$ cat src/rtl/rv_defs.sv
// Shared definitions for the uRV pipeline: load funct3 codes and
// write-back state encoding.
package rv_defs;

   localparam logic [2:0] LDST_B  = 3'b000;
   localparam logic [2:0] LDST_H  = 3'b001;
   localparam logic [2:0] LDST_W  = 3'b010;
   localparam logic [2:0] LDST_BU = 3'b100;
   localparam logic [2:0] LDST_HU = 3'b101;

   typedef enum logic {
      S_IDLE      = 1'b0,
      S_LOAD_WAIT = 1'b1
   } wb_state_t;

endpackage

$ cat src/rtl/rv_load_align.sv
// Load data aligner: picks the byte/halfword lane addressed by the
// load and sign- or zero-extends it to 32 bits.
module rv_load_align
   import rv_defs::*;
(
   input  logic [2:0]  fun_i,
   input  logic [1:0]  addr_lsb_i,
   input  logic [31:0] data_i,
   output logic [31:0] value_o
);

   logic [7:0]  w_byte;
   logic [15:0] w_half;

   always_comb begin
      w_byte = data_i[8*addr_lsb_i +: 8];
      // bit 0 is not used for halfwords; misaligned loads trap earlier
      w_half = addr_lsb_i[1] ? data_i[31:16] : data_i[15:0];
      case (fun_i)
         LDST_B:  value_o = {{24{w_byte[7]}}, w_byte};
         LDST_BU: value_o = {24'h0, w_byte};
         LDST_H:  value_o = {{16{w_half[15]}}, w_half};
         LDST_HU: value_o = {16'h0, w_half};
         default: value_o = data_i;
      endcase
   end

endmodule

$ cat src/rtl/rv_writeback_unit.sv
// uRV write-back stage: register-file writer and X-stage bypass,
// holding the pipeline while a load is outstanding.
module rv_writeback_unit
   import rv_defs::*;
#(
   parameter int g_load_timeout = 0
) (
   input  logic        clk_i,
   input  logic        rst_n_i,
   input  logic        x_valid_i,
   input  logic [4:0]  x_rd_i,
   input  logic [31:0] x_rd_value_i,
   input  logic        x_rd_write_i,
   input  logic        x_load_i,
   input  logic [2:0]  x_fun_i,
   input  logic [1:0]  x_addr_lsb_i,
   input  logic [31:0] dm_data_l_i,
   input  logic        dm_load_done_i,
   output logic        w_stall_o,
   output logic [4:0]  rf_rd_o,
   output logic [31:0] rf_rd_value_o,
   output logic        rf_rd_write_o,
   output logic        rf_bypass_write_o,
   output logic [31:0] rf_bypass_value_o,
   output logic        w_load_timeout_o
);

   localparam int CW = (g_load_timeout > 0) ?
                       $clog2(g_load_timeout + 1) : 1;

   wb_state_t   r_state, w_state_nxt;
   logic [CW-1:0] r_cnt, w_cnt_nxt;
   logic [4:0]  r_ld_rd;
   logic [2:0]  r_ld_fun;
   logic [1:0]  r_ld_lsb;
   logic        r_ld_wr;

   logic        w_accept;
   logic        w_hit;
   logic        w_wr;
   logic        w_to;
   logic [4:0]  w_wr_rd;
   logic [31:0] w_wr_val;
   logic [31:0] w_aligned;

   rv_load_align u_align (
      .fun_i      (r_ld_fun),
      .addr_lsb_i (r_ld_lsb),
      .data_i     (dm_data_l_i),
      .value_o    (w_aligned)
   );

   assign w_stall_o = (r_state == S_LOAD_WAIT);
   assign w_accept  = x_valid_i && !w_stall_o;
   assign w_hit     = (g_load_timeout != 0) &&
                      (int'(r_cnt) == g_load_timeout - 1);

   assign rf_bypass_write_o = rf_rd_write_o;
   assign rf_bypass_value_o = rf_rd_value_o;

   always_comb begin
      w_state_nxt = r_state;
      w_cnt_nxt   = r_cnt;
      w_wr        = 1'b0;
      w_to        = 1'b0;
      w_wr_rd     = x_rd_i;
      w_wr_val    = x_rd_value_i;
      case (r_state)
         S_IDLE: begin
            if (w_accept && x_load_i) begin
               w_state_nxt = S_LOAD_WAIT;
               w_cnt_nxt   = '0;
            end else if (w_accept) begin
               w_wr = x_rd_write_i && (x_rd_i != 5'd0);
            end
         end
         S_LOAD_WAIT: begin
            w_wr_rd  = r_ld_rd;
            w_wr_val = w_aligned;
            // completion takes priority over an expiring timeout
            if (dm_load_done_i) begin
               w_state_nxt = S_IDLE;
               w_wr        = r_ld_wr && (r_ld_rd != 5'd0);
            end else if (w_hit) begin
               w_state_nxt = S_IDLE;
               w_to        = 1'b1;
            end else if (r_cnt != '1) begin
               w_cnt_nxt = r_cnt + CW'(1);
            end
         end
         default: w_state_nxt = S_IDLE;
      endcase
   end

   always_ff @(posedge clk_i or negedge rst_n_i) begin
      if (!rst_n_i) begin
         r_state          <= S_IDLE;
         r_cnt            <= '0;
         r_ld_rd          <= '0;
         r_ld_fun         <= '0;
         r_ld_lsb         <= '0;
         r_ld_wr          <= 1'b0;
         rf_rd_write_o    <= 1'b0;
         rf_rd_o          <= '0;
         rf_rd_value_o    <= '0;
         w_load_timeout_o <= 1'b0;
      end else begin
         r_state          <= w_state_nxt;
         r_cnt            <= w_cnt_nxt;
         rf_rd_write_o    <= w_wr;
         w_load_timeout_o <= w_to;
         if (w_wr) begin
            rf_rd_o       <= w_wr_rd;
            rf_rd_value_o <= w_wr_val;
         end
         if (w_accept && x_load_i) begin
            r_ld_rd  <= x_rd_i;
            r_ld_fun <= x_fun_i;
            r_ld_lsb <= x_addr_lsb_i;
            r_ld_wr  <= x_rd_write_i;
         end
      end
   end

endmodule

$ cat config.mk
export PLATFORM = sky130hd
export DESIGN_NAME = rv_writeback_unit
export DESIGN_NICKNAME = d
export VERILOG_FILES = /design/src/rtl/rv_defs.sv /design/src/rtl/rv_load_align.sv /design/src/rtl/rv_writeback_unit.sv
export SDC_FILE = /design/constraint.sdc
export NUM_CORES = 1
export LEC_CHECK = 0
export CAP_MARGIN = 0
export CELL_PAD_IN_SITES_DETAIL_PLACEMENT = 1
export CELL_PAD_IN_SITES_GLOBAL_PLACEMENT = 1
export CORE_UTILIZATION = 30
export DETAILED_ROUTE_END_ITERATION = 7
export PLACE_DENSITY = 0.84
export RECOVER_POWER = 100
export SETUP_SLACK_MARGIN = 0.05
export SLEW_MARGIN = 25
export SYNTH_ARGS = -nofsm -noshare
export SYNTH_HDL_FRONTEND = slang
export SYNTH_SLANG_ARGS = --single-unit
$ cat constraint.sdc
create_clock -name clk_i -period 2.7 [get_ports clk_i]
set_input_delay 0.405 -clock clk_i [delete_from_list [all_inputs] [get_ports clk_i]]
set_output_delay 0.405 -clock clk_i [all_outputs]
set_load 0.02 [all_outputs]
==> out/metrics.cfg, run 1 <==
[power]
power_frac_clock=0.140
vdd_drop_max_mv=0.474
power.switching_uw=1680
p_leak_uw=0.00189
internal-power_uw=2270
seqPwrFrac=0.316
power_density_nw_per_um2=839
switching_share=0.426
pwr-share-comb=0.544

[yosys]
yosys_warnings=0
syn_nets=411
synth_top_flop_cell=dfrtp_1
syn_area_um2=3240
synth_edf_count=0
synth.avg_cell_area_um2=9.78
synth_cells=331
ys_seq_elements=50
ys_seq_area_frac=0.387
async_flop_share=1.00
yosysUniqueCellTypes=47

[global_routing]
grt_first_pass_wirelength_um=18800
grt.total_usage=0.214
grt_max_degree=35
gr-total-overflow=0
first_global_vias=3421
grt_antenna_before_repair=0

[worst_setup_path]
r2r-end=rf_bypass_value_o[12]$_DFFE_PN0P_
timing.rr.start=w_stall_o$_DFF_PN0_
crit_path_start_kind=flip-flop
worst_setup_path_end_kind=output pin
required_ns=2.30
worstSetupPathType=flip-flop to output pin
critical_path.max_fanout=33
worstRegToRegCells=5
critPathArrivalTime_ns=2.12
r2r_setup_slack_ns=0.38

[layout]
layout.cells.most_common_list=clkdlybuf4s50_1 (79), dlygate4sd3_1 (71), dfrtp_1 (50)
nFillCells=1197
final_common_cell=clkdlybuf4s50_1
fin_util=0.454
fin_nets=514
drive_gt1_frac=0.0851
area_growth_pct=45.4
diodes=0

[cts]
numCtsBuffers=5
cts_tree=built
clk_latency_ns=0.32
cts_resized=0
cts_sinks=50
clk_pin_slew_worst_paths_ns=0.10
cts_root_buffer=clkbuf_8
ctsLongestPathBuffers=2
ctsHoldBuffers=0
post-cts-setup-buffer-count=0
htreeDepth=2

[sta]
period_needed_ns=2.52
final_max_slew_viol_count=0
grt_setup_unrepaired=no
setup_violations=0
fin_setup_tns_ns=0
slew_headroom=0.349
fmax_mhz=397
hold_viol_final=0
fin_crit_sh=0.934
worstMarginPinSlew_ns=0.977
finClkSkew_ns=0.00741

[detailed_routing]
ant_nets=0
drcViolationCount=0
routed_wl_um=11500
wl_per_cell_um=20.2
num_vias=3137
routed_via_density=5.49
firstDrtPassIters=4
drt_iter0_markers=107

[placed_design]
dpl.hpwl_um=8730
gp_congestion=0.812
io_buffers=151

[floorplanning]
initial_utilization=0.312
io_pins=153
fp.dieW_um=106
rows=37
die-area_um2=11200
fp.dieH_um=106
coreArea_um2=10400

[min_path]
hold_class=input pin to asynchronous set/reset pin

[run]
max_cap_viol_count=0

[outcome]
status=completed

[routing by layer]
metal,vias to the layer above,GRT usage,wire length (µm)
met5,-,0,0
met4,0,0.0665,207
met3,16,0.0439,754
met2,126,0.351,5490
met1,1550,0.283,5070
li1,1445,-,-
[sequential cells by signal (all words and copies together), names as in the netlist]
register	count
rf_bypass_value_o	32
r_ld_rd	5
r_ld_fun	3
w_stall_o	1
r_ld_wr	1
rf_rd_o	5
r_ld_lsb	2
rf_bypass_write_o	1
[worst max-delay path, stage by stage, from the launching register on]
cell and delay [ns]:
dfrtp_1 0.65, buf_4 0.45, clkdlybuf4s50_1 0.70
[stage by stage]
step	instances	area [µm²]	power [µW]	hold WS [ns]	worst slack [ns]
5_1_grt	571	4710	4180	0.299	0.0659
3_5_place_dp	563	4610	3610	0.352	0.288
6_report	571	4710	3950	0.215	0.179
3_3_place_gp	563	4610	3560	0.351	0.366
4_1_cts	571	4720	4170	0.00568	0.141
2_1_floorplan	331	3240	2680	0.109	0.746
[synthesized netlist by cell type (3+ instances only)]
master / n / area share
o22a_1: 7 / 0.019
nor2b_1: 9 / 0.017
dfrtp_1: 50 / 0.39
clkbuf_1: 21 / 0.024
nand3_1: 27 / 0.042
o21ai_1: 5 / 0.0077
a221oi_1: 16 / 0.043
o31ai_1: 20 / 0.046
o21ai_0: 4 / 0.0062
nor2_1: 22 / 0.026
a2bb2oi_1: 11 / 0.030
o311a_1: 4 / 0.012
buf_2: 8 / 0.012
mux2i_1: 12 / 0.037
a211oi_1: 4 / 0.0093
o311ai_0: 4 / 0.011
a22oi_1: 10 / 0.023
inv_1: 3 / 0.0035
a21oi_1: 7 / 0.011
o221ai_1: 11 / 0.030
buf_4: 35 / 0.081
mux2_2: 11 / 0.038
[power by group through the flow]
stage | Combinational [µW] | Clock (µW) | Sequential (µW)
final | 2150 | 553 | 1250
after CTS | 2330 | 566 | 1280
after detailed placement | 2320 | 0 | 1290
after global placement | 2290 | 0 | 1270
after global routing | 2300 | 587 | 1300
after floorplan | 1210 | 0 | 1470
[cells by family after synthesis]
family,synth area share
flops,0.387
mux,0.0940
simple gates,0.114
other cells,0.00116
compound gates,0.277
buf+inv,0.127
[worst max path at each step]
stage,startpoint,endpoint
final,w_stall_o$_DFF_PN0_,w_stall_o
after global routing,w_stall_o$_DFF_PN0_,w_stall_o
after floorplan,x_rd_i[2],rf_bypass_value_o[10]$_DFFE_PN0P_
after global placement,x_rd_i[2],rf_bypass_value_o[30]$_DFFE_PN0P_
after detailed placement,x_rd_i[2],rf_bypass_value_o[26]$_DFFE_PN0P_
after CTS,w_stall_o$_DFF_PN0_,w_stall_o
[cell type report]
class                   instances  area (µm²)  area share
clock buffers                   5        68.8      0.0146
flip-flops and latches         50        1250       0.266
repair buffers                162        1580       0.336
well taps                     136         170      0.0362
clock inverters                 3        45.0     0.00957
inverters                       6        22.5     0.00479
multi-input cells             209        1570       0.333
Note: power is estimated with default switching activity, not from simulation.
==> run 2, diff against run 1 <==
CORE_UTILIZATION = 33   (was 30)
PLACE_DENSITY = 0.91   (was 0.84)
clock period = 3 ns   (was 2.7 ns; I/O delays follow)
==> out/metrics.cfg, run 2 (synthesis results as in run 1) <==
[global_routing]
grt_first_pass_wirelength_um=17800  ; -5.5%
grt.total_usage=0.227  ; +0.0124
first_global_vias=3248  ; -5.1%
grt_max_degree=37  ; +5.7%
grt_antenna_before_repair=0  ; unchanged
gr-total-overflow=0  ; unchanged

[floorplanning]
io_pins=153  ; unchanged
fp.dieH_um=101  ; -4.6%
initial_utilization=0.345  ; +0.0332
coreArea_um2=9370  ; -9.6%
die-area_um2=10200  ; -8.9%
rows=35  ; -5.4%
fp.dieW_um=101  ; -4.6%

[power]
internal-power_uw=2040  ; -9.9%
pwr-share-comb=0.545  ; about the same
power_density_nw_per_um2=755  ; -10%
vdd_drop_max_mv=0.347  ; -27%
power_frac_clock=0.139  ; about the same
seqPwrFrac=0.315  ; about the same
switching_share=0.424  ; -0.00206
power.switching_uw=1500  ; -11%
p_leak_uw=0.00190  ; +0.24%

[layout]
layout.cells.most_common_list=clkdlybuf4s50_1 (77), dlygate4sd3_1 (73), dfrtp_1 (50)
diodes=0  ; unchanged
fin_util=0.500  ; +0.0466
drive_gt1_frac=0.0805  ; -0.00460
fin_nets=514  ; unchanged
final_common_cell=clkdlybuf4s50_1
largest_register_ffs=32  ; unchanged
area_growth_pct=44.9
nFillCells=1073  ; -10%

[detailed_routing]
drt_iter0_markers=121  ; +13%
wl_per_cell_um=20.0  ; -1.0%
drcViolationCount=0  ; unchanged
firstDrtPassIters=4  ; unchanged
routed_wl_um=11300  ; -2.2%
num_vias=3222  ; +2.7%
routed_via_density=5.71  ; +4.0%
ant_nets=0  ; unchanged

[placed_design]
dpl.hpwl_um=8480  ; -2.8%
io_buffers=151  ; unchanged
gp_congestion=0.868  ; +6.9%

[worst_setup_path]
cp_slowest_cell=dlygate4sd3_1
critical_path.max_fanout=12  ; -64%
required_ns=3.20  ; +0.90 ns
crit_buf_inv=2  ; unchanged
worst_setup_path_end_kind=flip-flop
crit_family=buffers and inverters
worstSetupPathType=input pin to flip-flop
timing.rr.start=w_stall_o$_DFF_PN0_
crit_end=rf_bypass_value_o[7]$_DFFE_PN0P_
cp_cell_sequence=dlygate4sd3_1 > or4_1 > o21ai_0 > and2_0 > inv_1 > mux2_1
worstRegToRegCells=5  ; unchanged
r2r-end=rf_bypass_value_o[11]$_DFFE_PN0P_
critPathArrivalTime_ns=2.68  ; +0.56 ns
crit_cells=6  ; +4
worstSetupStartpoint=x_rd_i[2]
r2r_setup_slack_ns=0.69  ; +0.31 ns
crit_path_start_kind=input pin
slowest_delay_ns=0.57  ; -0.13 ns

[sta]
setup_violations=0  ; unchanged
period_needed_ns=2.48
fin_setup_tns_ns=0  ; unchanged
grt_setup_unrepaired=no
slew_headroom=-0.169  ; -0.517
hold_viol_final=0  ; unchanged
fin_hold_ws_ns=0.523  ; +0.308 ns
finClkSkew_ns=0.00750  ; +0.0000835 ns
fin_crit_sh=0.827
final_max_slew_viol_count=32  ; +32
worstMarginPinSlew_ns=1.75  ; +0.776 ns
fmax_mhz=403

[cts]
cts_root_buffer=clkbuf_8
post-cts-setup-buffer-count=0  ; unchanged
numCtsBuffers=5  ; unchanged
ctsLongestPathBuffers=2  ; unchanged
ctsHoldBuffers=0  ; unchanged
cts_tree=built
cts_resized=0  ; unchanged
clk_latency_ns=0.30  ; -0.02 ns
cts_sinks=50  ; unchanged
clk_pin_slew_worst_paths_ns=0.10  ; about the same
htreeDepth=2  ; unchanged

[min_path]
hold_class=flip-flop to flip-flop

[outcome]
status=finished, violations left
violations=max-capacitance violations, max-slew violations

[run]
max_cap_viol_count=1  ; +1

## run 2: changes by cell type in the layout (fill, tap and decap cells not counted), sizes merged
cell	before	now
clkinvlp	2	0
clkdlybuf4s50	79	77
clkbuf	8	10
dlygate4sd3	71	73
## run 2: area by class of cell
cell class,count,area [µm²],share of cell area
clock buffers,7,76.3,0.0163
clock inverters,1,30.0,0.00640
inverters,6,22.5,0.00480
multi-input cells,209,1570,0.334
flip-flops and latches,50,1250,0.267
well taps,129,161,0.0344
repair buffers,162,1580,0.338
## run 2: metal layers
| metal | global-route usage | routed length, µm | vias to the layer above |
|---|---|---|---|
| li1 | - | - | 1445 |
| met3 | 0.0562 | 837 | 14 |
| met5 | 0 | 0 | - |
| met4 | 0.0557 | 170 | 0 |
| met2 | 0.387 | 5470 | 143 |
| met1 | 0.287 | 4790 | 1620 |
## run 2: per-stage QoR
step	power [µW]	setup slack, ns	std cells	cell area (µm²)
2_1_floorplan	2410	1.00	331	3240
4_1_cts	3740	0.826	564	4700
5_1_grt	3750	0.398	564	4690
6_report	3540	0.520	564	4690
3_5_place_dp	3240	0.527	556	4600
3_3_place_gp	3180	0.652	556	4600
## run 2: how the worst min path moves through the flow
| stage | startpoint | end | slack [ns] | cells after the start |
|---|---|---|---|---|
| floorplan | rst_n_i | r_ld_fun[0]$_DFFE_PN0P_ | 0.15 | 0 |
| global placement | rf_rd_o[1]$_DFFE_PN0P_ | rf_rd_o[1]$_DFFE_PN0P_ | 0.50 | 2 |
| detailed placement | rf_rd_o[1]$_DFFE_PN0P_ | rf_rd_o[1]$_DFFE_PN0P_ | 0.51 | 2 |
| CTS | rst_n_i | rf_bypass_value_o[2]$_DFFE_PN0P_ | 0.22 | 1 |
| global route | rf_bypass_value_o[7]$_DFFE_PN0P_ | rf_bypass_value_o[7]$_DFFE_PN0P_ | 0.55 | 1 |
| finish | rf_rd_o[1]$_DFFE_PN0P_ | rf_rd_o[1]$_DFFE_PN0P_ | 0.52 | 2 |
## run 2: power groups by stage
stage	Combinational, µW	Sequential [µW]	Clock (µW)
4_1_cts	2100	1140	499
3_3_place_gp	2050	1130	0
6_report	1930	1120	494
5_1_grt	2070	1160	525
2_1_floorplan	1090	1320	0
3_5_place_dp	2090	1150	0
## run 2: worst min-delay path, delay by kind of cell, from the launching register on
family,cells,cell delay (ns)
DFF,1,0.36
and+or+nand+nor,1,0.06
AOI/OAI and AO/OA,1,0.07
